$ cat src/rtl/sha256_block_controller.sv
// SHA-256 block sequencer: accepts one 512-bit block, runs LOAD / 64 ROUNDs / UPDATE,
// and raises a digest handshake after the final block of a message.
module sha256_block_controller #(
  parameter int ROUNDS = 64
) (
  input  logic         clk,
  input  logic         reset,
  input  logic         blk_valid,
  output logic         blk_ready,
  input  logic [511:0] blk_data,
  input  logic         blk_first,
  input  logic         blk_last,
  input  logic         abort,
  output logic [511:0] sched_data,
  output logic         sched_init,
  output logic [5:0]   sched_index,
  output logic         round_en,
  output logic [31:0]  k_out,
  output logic         work_load,
  output logic         iv_sel,
  output logic         hash_update,
  output logic         digest_valid,
  input  logic         digest_ready,
  output logic         busy
);

  typedef enum logic [2:0] {
    S_IDLE,
    S_LOAD,
    S_ROUND,
    S_UPDATE,
    S_OUT
  } state_e;

  localparam logic [5:0] LAST_RND = 6'(ROUNDS - 1);

  state_e       state_q, state_d;
  logic [5:0]   rcnt_q, rcnt_d;
  logic [511:0] sched_data_q;
  logic         first_q, last_q;
  logic         accept;

  // FIPS 180-4 round constants: first 32 bits of the fractional parts of the
  // cube roots of the first 64 primes.
  function automatic logic [31:0] k_rom(input logic [5:0] idx);
    logic [31:0] k;
    case (idx)
      6'd0:  k = 32'h428a2f98;
      6'd1:  k = 32'h71374491;
      6'd2:  k = 32'hb5c0fbcf;
      6'd3:  k = 32'he9b5dba5;
      6'd4:  k = 32'h3956c25b;
      6'd5:  k = 32'h59f111f1;
      6'd6:  k = 32'h923f82a4;
      6'd7:  k = 32'hab1c5ed5;
      6'd8:  k = 32'hd807aa98;
      6'd9:  k = 32'h12835b01;
      6'd10: k = 32'h243185be;
      6'd11: k = 32'h550c7dc3;
      6'd12: k = 32'h72be5d74;
      6'd13: k = 32'h80deb1fe;
      6'd14: k = 32'h9bdc06a7;
      6'd15: k = 32'hc19bf174;
      6'd16: k = 32'he49b69c1;
      6'd17: k = 32'hefbe4786;
      6'd18: k = 32'h0fc19dc6;
      6'd19: k = 32'h240ca1cc;
      6'd20: k = 32'h2de92c6f;
      6'd21: k = 32'h4a7484aa;
      6'd22: k = 32'h5cb0a9dc;
      6'd23: k = 32'h76f988da;
      6'd24: k = 32'h983e5152;
      6'd25: k = 32'ha831c66d;
      6'd26: k = 32'hb00327c8;
      6'd27: k = 32'hbf597fc7;
      6'd28: k = 32'hc6e00bf3;
      6'd29: k = 32'hd5a79147;
      6'd30: k = 32'h06ca6351;
      6'd31: k = 32'h14292967;
      6'd32: k = 32'h27b70a85;
      6'd33: k = 32'h2e1b2138;
      6'd34: k = 32'h4d2c6dfc;
      6'd35: k = 32'h53380d13;
      6'd36: k = 32'h650a7354;
      6'd37: k = 32'h766a0abb;
      6'd38: k = 32'h81c2c92e;
      6'd39: k = 32'h92722c85;
      6'd40: k = 32'ha2bfe8a1;
      6'd41: k = 32'ha81a664b;
      6'd42: k = 32'hc24b8b70;
      6'd43: k = 32'hc76c51a3;
      6'd44: k = 32'hd192e819;
      6'd45: k = 32'hd6990624;
      6'd46: k = 32'hf40e3585;
      6'd47: k = 32'h106aa070;
      6'd48: k = 32'h19a4c116;
      6'd49: k = 32'h1e376c08;
      6'd50: k = 32'h2748774c;
      6'd51: k = 32'h34b0bcb5;
      6'd52: k = 32'h391c0cb3;
      6'd53: k = 32'h4ed8aa4a;
      6'd54: k = 32'h5b9cca4f;
      6'd55: k = 32'h682e6ff3;
      6'd56: k = 32'h748f82ee;
      6'd57: k = 32'h78a5636f;
      6'd58: k = 32'h84c87814;
      6'd59: k = 32'h8cc70208;
      6'd60: k = 32'h90befffa;
      6'd61: k = 32'ha4506ceb;
      6'd62: k = 32'hbef9a3f7;
      default: k = 32'hc67178f2;
    endcase
    return k;
  endfunction

  always_ff @(posedge clk or posedge reset) begin
    if (reset) begin
      state_q      <= S_IDLE;
      rcnt_q       <= '0;
      sched_data_q <= '0;
      first_q      <= 1'b0;
      last_q       <= 1'b0;
    end else begin
      state_q <= state_d;
      rcnt_q  <= rcnt_d;
      if (accept) begin
        sched_data_q <= blk_data;
        first_q      <= blk_first;
        last_q       <= blk_last;
      end
    end
  end

  // Abort wins over every transition, including an accept in IDLE.
  always_comb begin
    state_d = state_q;
    rcnt_d  = rcnt_q;
    accept  = 1'b0;
    if (abort) begin
      state_d = S_IDLE;
      rcnt_d  = '0;
    end else begin
      case (state_q)
        S_IDLE: begin
          if (blk_valid) begin
            accept  = 1'b1;
            state_d = S_LOAD;
          end
        end
        S_LOAD: begin
          rcnt_d  = '0;
          state_d = S_ROUND;
        end
        S_ROUND: begin
          if (rcnt_q == LAST_RND) begin
            rcnt_d  = '0;
            state_d = S_UPDATE;
          end else begin
            rcnt_d = rcnt_q + 6'd1;
          end
        end
        S_UPDATE: state_d = last_q ? S_OUT : S_IDLE;
        S_OUT: begin
          if (digest_ready) state_d = S_IDLE;
        end
        default: begin
          state_d = S_IDLE;
          rcnt_d  = '0;
        end
      endcase
    end
  end

  // All strobes decode from registered state so async reset clears them at once.
  always_comb begin
    blk_ready    = (state_q == S_IDLE);
    busy         = (state_q != S_IDLE);
    sched_init   = (state_q == S_LOAD);
    work_load    = (state_q == S_LOAD);
    iv_sel       = (state_q == S_LOAD) && first_q;
    round_en     = (state_q == S_ROUND);
    sched_index  = (state_q == S_ROUND) ? rcnt_q : 6'd0;
    k_out        = (state_q == S_ROUND) ? k_rom(rcnt_q) : 32'd0;
    hash_update  = (state_q == S_UPDATE);
    digest_valid = (state_q == S_OUT);
  end

  assign sched_data = sched_data_q;

endmodule

$ cat config.mk
export PLATFORM = sky130hd
export DESIGN_NAME = sha256_block_controller
export DESIGN_NICKNAME = d
export VERILOG_FILES = /design/src/rtl/sha256_block_controller.sv
export SDC_FILE = /design/constraint.sdc
export NUM_CORES = 1
export LEC_CHECK = 0
export ABC_CLOCK_PERIOD_IN_PS = 21400
export CORE_AREA = 2 2 425 427
export CTS_BUF_LIST = sky130_fd_sc_hd__clkbuf_8
export DETAILED_ROUTE_END_ITERATION = 10
export DIE_AREA = 0 0 427 429
export SYNTH_ARGS = -nofsm -noshare
export SYNTH_HDL_FRONTEND = slang
export SYNTH_SLANG_ARGS = --single-unit
$ cat constraint.sdc
create_clock -name clk -period 21.4 [get_ports clk]
set_clock_uncertainty 0.1 [all_clocks]
set_input_delay 4.28 -clock clk [delete_from_list [all_inputs] [get_ports clk]]
set_output_delay 4.28 -clock clk [all_outputs]
set_load 0.1 [all_outputs]
---- After elaboration in Yosys (flattened, before gate mapping) ----
Memory sizes are Yosys's and may differ from the RTL's.
Index checks and enable logic that the tools add are counted.
storage, ports and cells
  register bits ........................... 523
  ROM bits ................................ 2048
  output and inout bits ................... 558
  memories ................................ 1
cells by class
  add/subtract/negate cells ............... 1
  equality and inequality tests ........... 9
  mux-type cells .......................... 14
  reductions and logical operators ........ 5
memory list
  memory           depth  bits a word  read ports  clocked after memory_dff  wr ports  line  source
  (no name shown)  64     32           1           0                         0         47    case (idx)
operator list
  operator             count
  $mux 32              1
  $mux 6               3
  $mux 3               5
  $pmux 3 s5           1
  $pmux 6 s2           1
  $ne 3x2->1 const B   3
  $add 6x1->6 const B  1
  $eq 3x2->1 const B   2
  $eq 6x6->1 const B   1
  $eq 3x1->1 const B   1
  $eq 3x3->1 const B   1
  $logic_not 3->1      1
  $mux 1               3
  $reduce_and 3->1     1
  $reduce_bool 3->1    1
  $reduce_or 3->1      1
  $ne 2x1->1 const B   1
  $logic_and 1x1->1    1

---- Logic depth before layout (Yosys ltp) ----
Gate-level depths: netlist of the first run.
  word-level depth ........................ 4
  mapped depth ............................ 10
  depth with buffers taken out ............ 8

---- Least setup slack after synthesis of the first run ----
No wires, ideal clock.
  path kind ............................... register to output
  start ................................... register rcnt_q[0]
  end ..................................... output k_out[30]
  data arrival time ....................... 4.757 ns
  required time ........................... 17.020 ns
  path slack .............................. 12.263 ns
  stages on the path, launching flop included .. 6
  buffers on the path ..................... 1
  cells stage by stage .................... dfrtp_1 -> clkbuf_1 -> inv_1 -> ha_1 -> and2_0 -> o41ai_1
between the ends
  longest elaborated chain between the ends .. 2
RTL lines
  element                 line  source
  from (decl)             38    logic [5:0] rcnt_q, rcnt_d;
  from (signal assigned)  125   rcnt_q <= rcnt_d;
  $mem_v2 64x32           n/a
  $mux 32                 183   k_out = (state_q == S_ROUND) ? k_rom(rcnt_q) : 32'd0;
  to (decl)               18    output logic [31:0] k_out,
No other way between the ends.

---- Worst setup path in the final report of the first run ----
  start ................................... register rcnt_q[2]
  end ..................................... output k_out[20]
The elaborated chain is that of the path after synthesis.

==> metrics.yaml, run 1 <==
fin_nets: 3295
core-area_um2: 178000
port_buffers: 1076
tns_ps: 0
multi_input_area_um2: 8848
dp_cells: 5000
register_area_um2: 13100
routed-via-count: 19600
die_area_um2: 183200
die-width_um: 427
cts_htree_levels: 3
crit_type: "register to output port"
grt_pass1_vias: 19920
maxCapViolCount: 0
post_cts_resize_count: 0
area_growth_pct: 66.91
endpoint_kind: "output port"
clkLatencyLatePin_ps: 770
place_area_um2: 35590
cp.required_ps: 17020
startpoint_type: "register"
track_usage: 0.1657
grt_overflow: 0
syn_area_per_cell_um2: 13.57
worst_pin_slew_ps: 1205
crit_fanout: 46
leakagePower_uw: 0.01495
synth.top_cells.by_area: "dfrtp_1 58%, mux2_2 26%, buf_4 1.6%"
dr.pass1.iters: 6
grt_pass1_wl_um: 202400
async_flop_share: 1.000
setup_violations: 0
final_common_cell: "clkdlybuf4s50_1"
drtIter0Drc: 1727
numCtsBuffers: 106
synth_edf_count: 0
fmax_ghz: 0.1060
dp_hpwl_um: 128700
ys_ff_latch: 523
n_fill_cell: 19290
die_h_um: 429
slew_headroom: 0.1939
io_pins: 1077
seq_area_frac_synth: 0.5758
synthCells: 1675
synthFlopType: "dfrtp_1"
synth_nets: 2217
crit_arrival_ps: 5050
final_cell_mix: "932 x clkdlybuf4s50_1, 519 x dfrtp_1, 515 x mux2_2, 165 x buf_4, 132 x clkbuf_8"
row_count: 155
outcome: "finished, final reports clean"
cts-root-buf: "clkbuf_8"
tritoncts: "done"
finalHoldViolCount: 0
max-vdd-ir-drop_v: 0.00008060
synth_area_um2: 22730
wl_per_cell_um: 30.06
ys_warn_count: 0
rsz0062_at_grt: "no"
final_cells: 5206
yosys.area.top_type: "dfrtp_1"
ys_types: 63
route.detailed.drc: 0
final_area_um2: 37940
place.gp.congestion: 0.9915
ant_nets: 0
hold_buffers: 0
grt_antenna_before_repair: 89
cts.sinks: 523
routed_wl_um: 156500
clk_pin_slew_ps: 60
synth_top_area_frac: 0.5758
viasPerCell: 3.764
drive_gt1_frac: 0.3033
fin_crit_sh: 0.4409
min_path_type: "register to register"
maxSlewViolCount: 0
initial_core_util: 0.1277
cts.path.max_buffers: 3
grt_max_degree: 150
fin_crit_ps: 9434
powerDensity_nw_per_um2: 145.8
postCtsSetupRepairBufs: 0
[cell usage after synthesis (17+ instances only)]
library cell and instances:
ha_1 23, buf_4 47, nor3_1 34, nand3_1 21, mux2_2 515, nand2_1 54
buf_2 41, clkbuf_1 33, a211oi_1 17, a21oi_1 57, a31oi_1 20, dfrtp_1 523
o21ai_0 47, nor2_1 54
[final cells by class]
| type | instances | area share |
|---|---|---|
| sequential | 523 | 0.3452 |
| timing repair buffer | 1100 | 0.2802 |
| multi-input combinational | 1004 | 0.2333 |
| tap | 2355 | 0.07767 |
| clock buffer | 132 | 0.04789 |
| clock inverter | 62 | 0.01306 |
| inverter | 18 | 0.001979 |
| antenna | 12 | 0.0007916 |
[cells by family (layout without fill, tap and decap cells)]
logic type / Yosys count / after routing / synth area share
buffers and inverters: 148 / 1312 / 0.03512
muxes: 521 / 521 / 0.2595
DFF: 523 / 523 / 0.5758
adders and majority gates: 23 / 23 / 0.01266
xor gates and xnor gates: 4 / 4 / 0.001541
and+or+nand+nor: 223 / 223 / 0.04734
other: 0 / 12 / 0
AOI/OAI and AO/OA: 233 / 233 / 0.06804
[per-stage QoR]
step | power [µW] | utilization | worst slack [ps] | hold WS (ps)
3_5_place_dp | 4412 | 0.1999 | 12780 | 388.2
4_1_cts | 5621 | 0.2129 | 11880 | 401.3
5_1_grt | 5724 | 0.2130 | 11650 | 411.6
3_3_place_gp | 4409 | 0.1999 | 12790 | 383.2
2_1_floorplan | 3474 | - | 2408 | 372.0
6_report | 5530 | 0.2131 | 11970 | 397.2
[final timing paths]
path | to | cells after the start | slack [ps] | from
min in group asynchronous | sched_data[201]$_DFFE_PP0P_ | 2 | 3910 | reset
max in group asynchronous | rcnt_q[2]$_DFFE_PP0P_ | 4 | 14970 | reset
min reg2reg | first_q$_DFFE_PP0P_ | 1 | 400 | first_q$_DFFE_PP0P_
min | first_q$_DFFE_PP0P_ | 1 | 400 | first_q$_DFFE_PP0P_
max reg2reg | sched_data[315]$_DFFE_PP0P_ | 7 | 17290 | state_q[1]$_DFFE_PP0P_
max | k_out[20] | 7 | 11970 | rcnt_q[2]$_DFFE_PP0P_
[critical path, stage by stage (launching register included)]
cell and delay, ps:
dfrtp_4 750, clkinv_1 680, ha_1 550, nor2b_1 220, a211oi_1 350, o21ai_0 140, a32oi_1 350, clkdlybuf4s50_1 1220
[report_power, final]
part / internal, µW / switching [µW]
logic: 670 / 2310
registers: 1230 / 170
clock network: 634 / 522
total: 2530 / 3000
[state kept, by name, summed over array words and instances (netlist names)]
name        count
last_q          1
rcnt_q          6
first_q         1
state_q         3
sched_data    512
[routing by layer]
metal	wire length [µm]	vias to the layer above	track usage
li1	-	8267	-
met1	55550	9994	0.1768
met2	81480	1009	0.3014
met3	14110	320	0.06312
met4	5317	6	0.04474
met5	41	-	0
(Power assumes the default switching activity.)
==> run 2: changes to the inputs <==
--- a/config.mk
+++ b/config.mk
@@ -5,7 +5,7 @@
 export SDC_FILE = /design/constraint.sdc
 export NUM_CORES = 1
 export LEC_CHECK = 0
-export ABC_CLOCK_PERIOD_IN_PS = 21400
+export ABC_CLOCK_PERIOD_IN_PS = 7600
 export CORE_AREA = 2 2 425 427
 export CTS_BUF_LIST = sky130_fd_sc_hd__clkbuf_8
 export DETAILED_ROUTE_END_ITERATION = 10
==> constraint.sdc (replaced) <==
create_clock -name clk -period 7.6 [get_ports clk]
set_clock_uncertainty 0.1 [all_clocks]
set_input_delay 1.52 -clock clk [delete_from_list [all_inputs] [get_ports clk]]
set_output_delay 1.52 -clock clk [all_outputs]
set_load 0.1 [all_outputs]
==> metrics.yaml, run 2 (synthesis gave the netlist of run 1 again) <==
area_growth_pct: 67.15
crit_top_cell: "o21ai_0"
dr_wl_met3_um: 14760
timing.hold.ws_ps: 404.1
max_stage_delay_ps: 1230
final_common_cell: "clkdlybuf4s50_1"
grt_pass1_vias: 19860
crit_arrival_ps: 4680
wl_per_cell_um: 29.97
setup_violations: 0
postCtsSetupRepairBufs: 0
slew_headroom: 0.1758
fin_crit_ps: 6298
startpoint_type: "register"
tns_ps: 0
highest_layer: "met5"
rsz0062_at_grt: "no"
min_path_type: "register to register"
die_h_um: 429
drtIter0Drc: 1374
clkLatencyLatePin_ps: 820
die_area_um2: 183200
io_pins: 1077
grt_pass1_wl_um: 201500
port_buffers: 1076
finalHoldViolCount: 0
dp_hpwl_um: 128800
max-vdd-ir-drop_v: 0.0002039
fin_nets: 3296
cts-root-buf: "clkbuf_8"
fmax_ghz: 0.1588
largest_reg_flops: 512
core-area_um2: 178000
cts.sinks: 523
cpLargestDelayFamily: "buffers and inverters"
drive_gt1_frac: 0.3115
leakagePower_uw: 0.01496
cts.path.max_buffers: 3
grt_max_degree: 147
cts_htree_levels: 3
die-width_um: 427
grt_overflow: 0
routed_wl_um: 156000
layout_setup_ws_ps: 1302
dr.pass1.iters: 5
wl_met1_um: 55230
clk_pin_slew_ps: 60
post_cts_resize_count: 0
register_area_um2: 13100
outcome: "finished, final reports clean"
initial_core_util: 0.1277
final_cell_mix: "922 x clkdlybuf4s50_1, 519 x dfrtp_1, 515 x mux2_2, 172 x buf_4, 138 x clkbuf_8"
hold_buffers: 0
place.gp.congestion: 0.9512
n_fill_cell: 19290
crit_type: "register to output port"
endpoint_kind: "output port"
viasPerCell: 3.708
crit_chain: "inv_1 -> ha_1 -> and2_0 -> o21ai_0 -> nand2_1 -> o21ai_0 -> o22ai_1 -> clkdlybuf4s50_1"
critPathBufInv: 2
multi_input_area_um2: 8853
worst_pin_slew_ps: 1232
route.detailed.drc: 0
ant_nets: 0
maxSlewViolCount: 0
p_total_uw: 15670
cpMaxStageDelayCell: "clkdlybuf4s50_1"
track_usage: 0.1660
row_count: 155
cp.required_ps: 5980
tritoncts: "done"
numCtsBuffers: 103
maxCapViolCount: 0
dpl_worst_slack_ps: 2222
powerDensity_nw_per_um2: 412.5
crit_fanout: 16
grt_antenna_before_repair: 37
routed-via-count: 19300
fin_crit_sh: 0.8287
route.met2.wl_um: 81750
[run 2: cell count changes in the layout (fill, tap and decap cells not counted), sizes merged, moves of 3 or more]
cell / delta
clkdlybuf4s50: -10
inv: -13
clkinv: +4
clkbuf: +6
buf: +14
bufinv: -3
[run 2: cell type report]
| type | instances | share of cell area |
|---|---|---|
| flip-flops and latches | 523 | 0.3448 |
| repair buffers | 1104 | 0.2814 |
| multi-input cells | 1004 | 0.2331 |
| well taps | 2355 | 0.07756 |
| clock buffers | 138 | 0.05000 |
| clock inverters | 51 | 0.01047 |
| inverters | 18 | 0.001877 |
| diodes | 13 | 0.0008563 |
[run 2: per-layer routing]
layer | vias to the layer above | track usage
met1 | 10020 | 0.1761
met2 | 827 | 0.2992
met4 | 2 | 0.04531
met3 | 190 | 0.06794
met5 | - | 0
li1 | 8265 | -
[run 2: final timing paths]
path / start / slack (ps) / cells after the start / to
setup / recovery: rcnt_q[1]$_DFFE_PP0P_ / 1300 / 8 / k_out[26]
hold / removal: sched_data[140]$_DFFE_PP0P_ / 400 / 1 / sched_data[140]$_DFFE_PP0P_
setup reg to reg: state_q[1]$_DFFE_PP0P_ / 4290 / 6 / sched_data[7]$_DFFE_PP0P_
hold reg to reg: sched_data[140]$_DFFE_PP0P_ / 400 / 1 / sched_data[140]$_DFFE_PP0P_
max in group asynchronous: reset / 4530 / 4 / sched_data[390]$_DFFE_PP0P_
min in group asynchronous: reset / 970 / 2 / sched_data[501]$_DFFE_PP0P_
[run 2: metrics by stage]
stage | instances | area [µm²] | utilization
detailed placement | 5004 | 35660 | 0.2003
finish | 5206 | 37990 | 0.2134
CTS | 5193 | 37960 | 0.2132
floorplan | 1675 | 22730 | -
global placement | 5004 | 35660 | 0.2003
global route | 5199 | 37970 | 0.2133
[run 2: report_power, final]
part | internal (µW) | switching, µW | total [µW]
Combinational | 1890 | 6640 | 8530
Sequential | 3460 | 486 | 3950
Clock | 1750 | 1450 | 3200
Total | 7100 | 8570 | 15700
